## config.mk

```make
export PLATFORM = sky130hd
export DESIGN_NAME = i2s_rx_deser
export DESIGN_NICKNAME = d
export VERILOG_FILES = /design/src/rtl/ctrl_pkg.sv /design/src/rtl/ws_edge_det.sv /design/src/rtl/i2s_rx_deser.sv
export SDC_FILE = /design/constraint.sdc
export NUM_CORES = 1
export LEC_CHECK = 0
export ABC_AREA = 1
export CAP_MARGIN = 20
export CORE_ASPECT_RATIO = 0.5
export CORE_MARGIN = 1
export CORE_UTILIZATION = 50
export CTS_CLUSTER_SIZE = 10
export DETAILED_ROUTE_END_ITERATION = 10
export PLACE_DENSITY_LB_ADDON = 0.25
export SYNTH_ARGS = -nofsm -noshare
export SYNTH_HDL_FRONTEND = slang
export SYNTH_SLANG_ARGS = --single-unit
```

## constraint.sdc

```tcl
create_clock -name clk -period 1.5 [get_ports clk]
set_clock_uncertainty 0.1 [all_clocks]
set_input_delay 0.3 -clock clk [delete_from_list [all_inputs] [get_ports clk]]
set_output_delay 0.3 -clock clk [all_outputs]
set_load 0.02 [all_outputs]
```

## src/rtl/ctrl_pkg.sv

```systemverilog
// Shared control types for the I2S receive path and its FIFO control record.
package ctrl_pkg;

    typedef enum logic {
        f16bits = 1'b0,
        f32bits = 1'b1
    } frame_size_t;

    typedef logic [1:0] rxd_state_t;

    localparam rxd_state_t IDLE  = 2'd0;
    localparam rxd_state_t SHIFT = 2'd1;
    localparam rxd_state_t PAD   = 2'd2;

    localparam logic [4:0] MAXP16 = 5'd15;
    localparam logic [4:0] MAXP32 = 5'd31;

    // Index of the last bit of a word: the bit counter reload value.
    function automatic logic [4:0] maxp_of(input frame_size_t fs);
        return (fs == f32bits) ? MAXP32 : MAXP16;
    endfunction

endpackage

```

## src/rtl/ws_edge_det.sv

```systemverilog
// Word-select transition detector. ws_edge is high during the SCK cycle in
// which ws differs from its value at the previous posedge.
module ws_edge_det (
    input  logic clk,
    input  logic rst_,
    input  logic ws,
    output logic ws_edge
);

    logic ws_q;

    // Remember ws from the previous bit clock.
    always_ff @(posedge clk or negedge rst_) begin
        if (!rst_) begin
            ws_q <= 1'b0;
        end else begin
            ws_q <= ws;
        end
    end

    assign ws_edge = (ws != ws_q);

endmodule

```

## src/rtl/i2s_rx_deser.sv

```systemverilog
// I2S (Philips) receive deserializer: collects MSB-first words per channel
// and presents left/right pairs on a valid/ready interface.
//
// state | meaning
// IDLE  | disabled or waiting for the first WS transition
// SHIFT | capturing word bits, cnt counts down to the LSB
// PAD   | word done, ignoring slot padding until the next WS transition
module i2s_rx_deser
    import ctrl_pkg::*;
#(
    parameter int WIDTH = 32
) (
    input  logic             clk,
    input  logic             rst_,
    input  logic             en,
    input  frame_size_t      frame_size,
    input  logic             ws,
    input  logic             sd,
    input  logic             out_ready,
    input  logic             clr_ovr,
    output logic             out_valid,
    output logic [WIDTH-1:0] out_left,
    output logic [WIDTH-1:0] out_right,
    output logic             frame_err,
    output logic             overrun
);

    rxd_state_t  state;
    logic [4:0]  cnt;
    logic [4:0]  maxp;
    logic        chan;
    logic        have_left;
    logic [30:0] shreg;
    logic [31:0] word_next;
    logic [31:0] left_word;
    logic        ws_edge;
    logic        pair_new;

    ws_edge_det u_ws_edge_det (
        .clk     (clk),
        .rst_    (rst_),
        .ws      (ws),
        .ws_edge (ws_edge)
    );

    // The shift register is cleared at every word start, so short words
    // come out zero-extended without masking.
    assign word_next = {shreg, sd};
    assign maxp      = maxp_of(frame_size);
    assign pair_new  = en && (state == SHIFT) && (cnt == 5'd0) && chan && have_left;

    // Bit capture state machine.
    always_ff @(posedge clk or negedge rst_) begin
        if (!rst_) begin
            state     <= IDLE;
            cnt       <= 5'd0;
            chan      <= 1'b0;
            shreg     <= '0;
            have_left <= 1'b0;
            left_word <= '0;
            frame_err <= 1'b0;
        end else begin
            frame_err <= 1'b0;
            if (!en) begin
                state     <= IDLE;
                cnt       <= 5'd0;
                shreg     <= '0;
                have_left <= 1'b0;
            end else begin
                case (state)
                    IDLE: begin
                        if (ws_edge) begin
                            state <= SHIFT;
                            cnt   <= maxp;
                            chan  <= ws;
                            shreg <= '0;
                        end
                    end
                    SHIFT: begin
                        if (cnt == 5'd0) begin
                            if (!chan) begin
                                left_word <= word_next;
                                have_left <= 1'b1;
                            end else begin
                                have_left <= 1'b0;
                            end
                            if (ws_edge) begin
                                cnt   <= maxp;
                                chan  <= ws;
                                shreg <= '0;
                            end else begin
                                state <= PAD;
                            end
                        end else if (ws_edge) begin
                            frame_err <= 1'b1;
                            have_left <= 1'b0;
                            cnt       <= maxp;
                            chan      <= ws;
                            shreg     <= '0;
                        end else begin
                            shreg <= word_next[30:0];
                            cnt   <= cnt - 5'd1;
                        end
                    end
                    PAD: begin
                        if (ws_edge) begin
                            state <= SHIFT;
                            cnt   <= maxp;
                            chan  <= ws;
                            shreg <= '0;
                        end
                    end
                    default: state <= IDLE;
                endcase
            end
        end
    end

    // Output pair register with valid/ready handshake and sticky overrun.
    always_ff @(posedge clk or negedge rst_) begin
        if (!rst_) begin
            out_valid <= 1'b0;
            out_left  <= '0;
            out_right <= '0;
            overrun   <= 1'b0;
        end else begin
            if (pair_new && (!out_valid || out_ready)) begin
                out_valid <= 1'b1;
                out_left  <= WIDTH'(left_word);
                out_right <= WIDTH'(word_next);
            end else if (out_valid && out_ready) begin
                out_valid <= 1'b0;
            end
            if (pair_new && out_valid && !out_ready) begin
                overrun <= 1'b1;
            end else if (clr_ovr) begin
                overrun <= 1'b0;
            end
        end
    end

endmodule

```

# After elaboration in Yosys (flattened, before gate mapping)
# Cells that the tools add are included.
[totals] out_inout_bits=67 register_bits=140 latchBits=0 in_bits=8 mem_bits_ro=0 word_cells=73 ramBits=0 n_memories=0
[classes] shifts=0 n_div=0 n_eq_ne=9 add_sub_neg=1 reduce_logical=21 n_mux=29 multipliers=0 n_bitwise=1 magnitude_cmp=0
[op_table] op="31-bit 2-to-1 mux" count=4
[op_table] op="31-bit one-hot mux with 2 select lines" count=1
[op_table] op="5-bit 2-to-1 mux" count=5
[op_table] op="1-bit 2-to-1 mux" count=13
[op_table] op="5-bit one-hot mux with 2 select lines" count=1
[op_table] op="3-bit by 2-bit inequality test with 1-bit output (second input constant)" count=3
[op_table] op="1-bit logical AND" count=8
[op_table] op="2-bit 2-to-1 mux" count=4
[op_table] op="3-bit AND reduction" count=2
[op_table] op="5-bit zero test" count=1
[op_table] op="5-bit by 1-bit subtractor with 5-bit output (second input constant)" count=1
[op_table] op="2-bit one-hot mux with 2 select lines" count=1
[op_table] op="4-bit AND reduction" count=1
[op_table] op="2-bit nonzero test" count=2
[op_table] op="3-bit by 1-bit inequality test with 1-bit output (second input constant)" count=1
[op_table] op="3-bit inequality test (second input constant)" count=1
[op_table] op="3-bit OR reduction" count=1
[op_table] op="2-bit by 1-bit == test with 1-bit output (second input constant)" count=1
[op_table] op="2-bit == test (second input constant)" count=1
[op_table] op="1-bit zero test" count=2
[op_table] op="2-bit zero test" count=1
[op_table] op="2-bit by 1-bit inequality test with 1-bit output (second input constant)" count=1
[op_table] op="2-bit AND reduction" count=1
[op_table] op="2-bit OR reduction" count=1
[op_table] op="other kinds (3)" count=3

# Longest topological paths before layout
[logic_depth] word_depth=8 mapped_depth=9 mapped_depth_nobuf=8

# Cells and area by module
# From an unflattened synthesis, not the netlist that was laid out.
[hier_totals] hier_cells=704 area_unflattened_um2=6253.5
[modules_own_cells] mod="i2s_rx_deser" cells_each=698 instances=1 seq_area_each_um2=3478.3 area_each_um2=6209.7
[modules_own_cells] mod="ws_edge_det" cells_each=6 instances=1 seq_area_each_um2=25.0 area_each_um2=43.8

# Worst setup path after synthesis
# No wires, ideal clock.
[synth_path] path_kind="flip-flop to flip-flop" startpoint="register cnt[0]" endpoint="register out_left[25]" n_path_buf=2 period_less_slack_ns=1.621 path_slack_ns=-0.121 t_arrival_ns=1.403 stages_incl_launch_ff=10 path_cell_list="dfrtp_1 inv_1 ha_1 nand3_4 clkinv_2 nand3_2 buf_4 buf_6 nand2_1 o21ai_2"
[synth_via] elab_chain_len=5
[synth_rtl] item="start: declaration" line_no="i2s_rx_deser.sv:29" source="logic [4:0] cnt;"
[synth_rtl] item="start signal: assignment" line_no="i2s_rx_deser.sv:74" source="cnt <= maxp;"
[synth_rtl] item="start signal: assignment" line_no="i2s_rx_deser.sv:88" source="cnt <= maxp;"
[synth_rtl] item="start signal: assignment" line_no="i2s_rx_deser.sv:97" source="cnt <= maxp;"
[synth_rtl] item="5-bit zero test" line_no="i2s_rx_deser.sv:50" source="assign pair_new = en && (state == SHIFT) && (cnt == 5'd0) && chan && have_left;"
[synth_rtl] item="1-bit logical AND (3 in series)" line_no="i2s_rx_deser.sv:50"
[synth_rtl] item="1-bit logical AND" line_no="i2s_rx_deser.sv:127" source="if (pair_new && (!out_valid || out_ready)) begin"
[synth_rtl] item="end signal: assignment" line_no="i2s_rx_deser.sv:129" source="out_left <= WIDTH'(left_word);"
[synth_rtl] item="end: declaration" line_no="i2s_rx_deser.sv:22" source="output logic [WIDTH-1:0] out_left,"
# No other way between the ends.
# A chain may end at the register's enable or synchronous reset.

# Worst setup path after layout
[layout_path] startpoint="register cnt[0]" endpoint="register out_right[12]"
[layout_via] elab_chain_len=5
[layout_rtl] item="5-bit zero test" line_no="i2s_rx_deser.sv:50"
[layout_rtl] item="1-bit logical AND (3 in series)" line_no="i2s_rx_deser.sv:50"
[layout_rtl] item="1-bit logical AND" line_no="i2s_rx_deser.sv:127"
[layout_rtl] item="end signal: assignment" line_no="i2s_rx_deser.sv:130" source="out_right <= WIDTH'(word_next);"
[layout_rtl] item="end: declaration" line_no="i2s_rx_deser.sv:23" source="output logic [WIDTH-1:0] out_right,"
# No other way between the ends.

==> results.yml <==
yosys:
  async_reset_ff_frac: 1.00
  synth-compound-area-share: 0.126
  synth_edf_count: 0
  yosysMostFrequentCell: "nand2_1"
  synth.ff_latch_count: 140
  synth_top_area_share: 0.561
  yosys_warnings: 0
  synth.cell_area_sq_mm: 0.00624
  synth_top_area_cell: "dfrtp_1"
  syn-num-nets: 708
  ys_types: 26
  synth.mux.area_fraction: 0
  synthTopCellsByCount: "nand2_1, dfrtp_1, inv_1"
  synth_fa_ha_area_frac: 0.00200
  synth_cells: 699
  synthSimpleGateAreaFrac: 0.215
  synth.avg_cell_area_sq_um: 8.93
  synth_area_leaders: "dfrtp_1, nand2_1, o21ai_2"
  ys_seq_area_frac: 0.561
  synth_top_family_by_area: "simple AND/OR/NAND/NOR gates"
  yosys.area_share.xor_xnor: 0
  synth-main-ff-cell: "dfrtp_1"
cts:
  cts.path.max_buffers: 2
  cts_tree: "yes"
  clock-sinks: 140
  clkSlewWorstSetupHoldPaths_ns: 0.06
  cts_made_buffers: 17
  clock-root-buffer: "clkbuf_16"
  htreeDepth: 4
  clk_latency_ns: 0.41
worst_hold_path:
  hold_class: "in2async"
critical_path:
  critPathCaptureType: "flop"
  path_max_fanout: 8
  crit_type: "reg2reg"
  arrival_ns: 1.89
  crit_top_cell: "nand3_4"
  worst_path_largest_cell_delay_ns: 0.39
  crit_required_ns: 1.71
  cp-start-kind: "flop"
  path_cells: "inv_2 > ha_4 > nand3_4 > clkinv_4 > nand3_4 > buf_12 > clkbuf_16 > nand2_4 > o21ai_2"
  cp_slowest_cell: "dfrtp_1"
  path_delay_family: "buffers and inverters"
  worst-path-buf-inv: 4
final_layout:
  design_area_sq_mm: 0.00830
  drive_above_1_share: 0.323
  area_delta_synth_final_pct: 33.0
  utilization: 0.693
  num_antenna_cells: 0
  finalNetCount: 814
timing:
  max_freq_mhz: 595
  rsz0062_at_grt: "true"
  timing.hold.ws_ns: 0.215
  slew-limit-headroom: 0.779
  fin_crit_ns: 1.68
  setup_viol: 129
  period_share: 1.12
  hold_violations: 0
  drv_slew: 0
  tightest_slew_ns: 0.331
  setup_ws_ns: -0.180
die:
  die_h_microns: 81.0
  rows: 28
  dieArea_sq_mm: 0.0130
  ioPinCount: 75
  core_sq_mm: 0.0120
  start_util: 0.521
  dieWidth_microns: 160
pwr:
  p_sw_frac: 0.306
  combinationalPowerShare: 0.226
  vdd_drop_max_uv: 833
  p_per_area_mw_per_mm2: 1400
  leakagePower_nw: 4.06
  power.switching_mw: 3.56
  seqPwrFrac: 0.402
  internal_power_mw: 8.07
  clockPowerShare: 0.372
global_route:
  gr-usage-met2: 0.363
  grt_util_all_layers: 0.229
  antenna_found_initial: 0
  grtUsageMet3: 0.0470
  grt_pass1_wl_microns: 23200
  grt_max_degree: 63
  grt_pass1_vias: 4690
  grt_overflow: 0
  grt_busiest_layer: "met2"
  grtUsageMet1: 0.319
drt:
  drt_first_iter_violations: 383
  postRouteWirelength_microns: 14800
  antenna_left: 0
  wl_per_cell_microns: 15.1
  drc: 0
  avgViaCountPerCell: 5.09
  vias: 4995
  firstDrtPassIters: 5
placement:
  preCtsSetupSlack_ns: -0.482
  port_buffers: 74
  hpwl_microns: 7780
  placed_area_sq_mm: 0.00729
  gp_congestion: 0.762
status:
  status: "finished, violations left"
  violations: "setup timing"
job:
  drv_cap: 0
==> power by group through the flow <==
stage	combinational, mW	sequential, mW	clock, mW
2_1_floorplan	1.60	4.64	0
3_3_place_gp	2.14	4.70	0
3_5_place_dp	2.20	4.71	0
4_1_cts	2.32	4.66	4.37
5_1_grt	2.93	4.75	4.56
6_report	2.63	4.68	4.33
==> worst register-to-register path, stage by stage (launching register included) <==
cell	delay (ns)
dfrtp_1	0.39
inv_2	0.08
ha_4	0.15
nand3_4	0.10
clkinv_4	0.07
nand3_4	0.15
buf_12	0.21
clkbuf_16	0.19
nand2_4	0.07
o21ai_2	0.05
==> state kept, by name (all words and copies together) (netlist names) <==
register	count
cnt	5
shreg	31
overrun	1
frame_err	1
chan	1
out_valid	1
u_ws_edge_det.ws_q	1
left_word	32
have_left	1
state	2
out_right	32
out_left	32
==> cell families after synthesis <==
| group | Yosys count |
|---|---|
| flip-flops | 140 |
| adder cells (fa/ha/maj) | 1 |
| AND/OR/NAND/NOR | 330 |
| AO/OA/AOI/OAI | 108 |
| buffers and inverters | 120 |
==> layout make-up <==
cell class	instances	area, sq um
well taps	165	206
clock inverters	9	135
clock buffers	22	474
fillers	923	3680
flip-flops and latches	140	3500
repair buffers	124	1270
multi-input cells	439	2380
inverters	83	329
==> through the flow <==
step,TNS (ns),instances,power (mW)
floorplan,-5.11,699,6.24
finish,-11.80,982,11.6
global placement,-45.76,934,6.84
global route,-20.58,982,12.2
detailed placement,-52.26,934,6.92
CTS,-7.79,976,11.3
==> per-layer routing <==
layer	part of all wire	routed length [microns]
met5	0	0
met4	0.011	167
met3	0.057	848
met2	0.46	6790
met1	0.47	7040
==> placed cells by master, fill, tap and decap left out, types with 18 or more instances in the layout <==
cell type          n
buf_4             22
o21ai_1           32
o21ai_2           62
nand2_2           26
clkdlybuf4s15_2   18
nand3_1           38
inv_1             77
dfrtp_1          140
clkbuf_16         22
nand2_1          235
clkbuf_2          33
==> repair_timing <==
action | CTS | global route
hold endpoints to repair | 89 | 0
setup buffers | 4 | 2
setup endpoints to repair | 195 | 177
gates resized for setup | 196 | 98
gates cloned | 6 | 6
pin swaps | 0 | 1
hold buffers | 1 | 0
==> final timing paths <==
kind	start	endpoint	slack (ns)	depth (start not counted)
worst min-delay path	rst_	frame_err	0.21	2
min in group clk	ws	u_ws_edge_det.ws_q	0.32	1
worst max register to register	cnt[0]	out_right[12]	-0.18	9
worst max-delay path	cnt[0]	out_right[12]	-0.18	9
max in group asynchronous	rst_	left_word[20]	0.49	3
worst min register to register	out_right[28]	out_right[28]	0.38	2
Note: power is estimated with default switching activity, not from simulation.
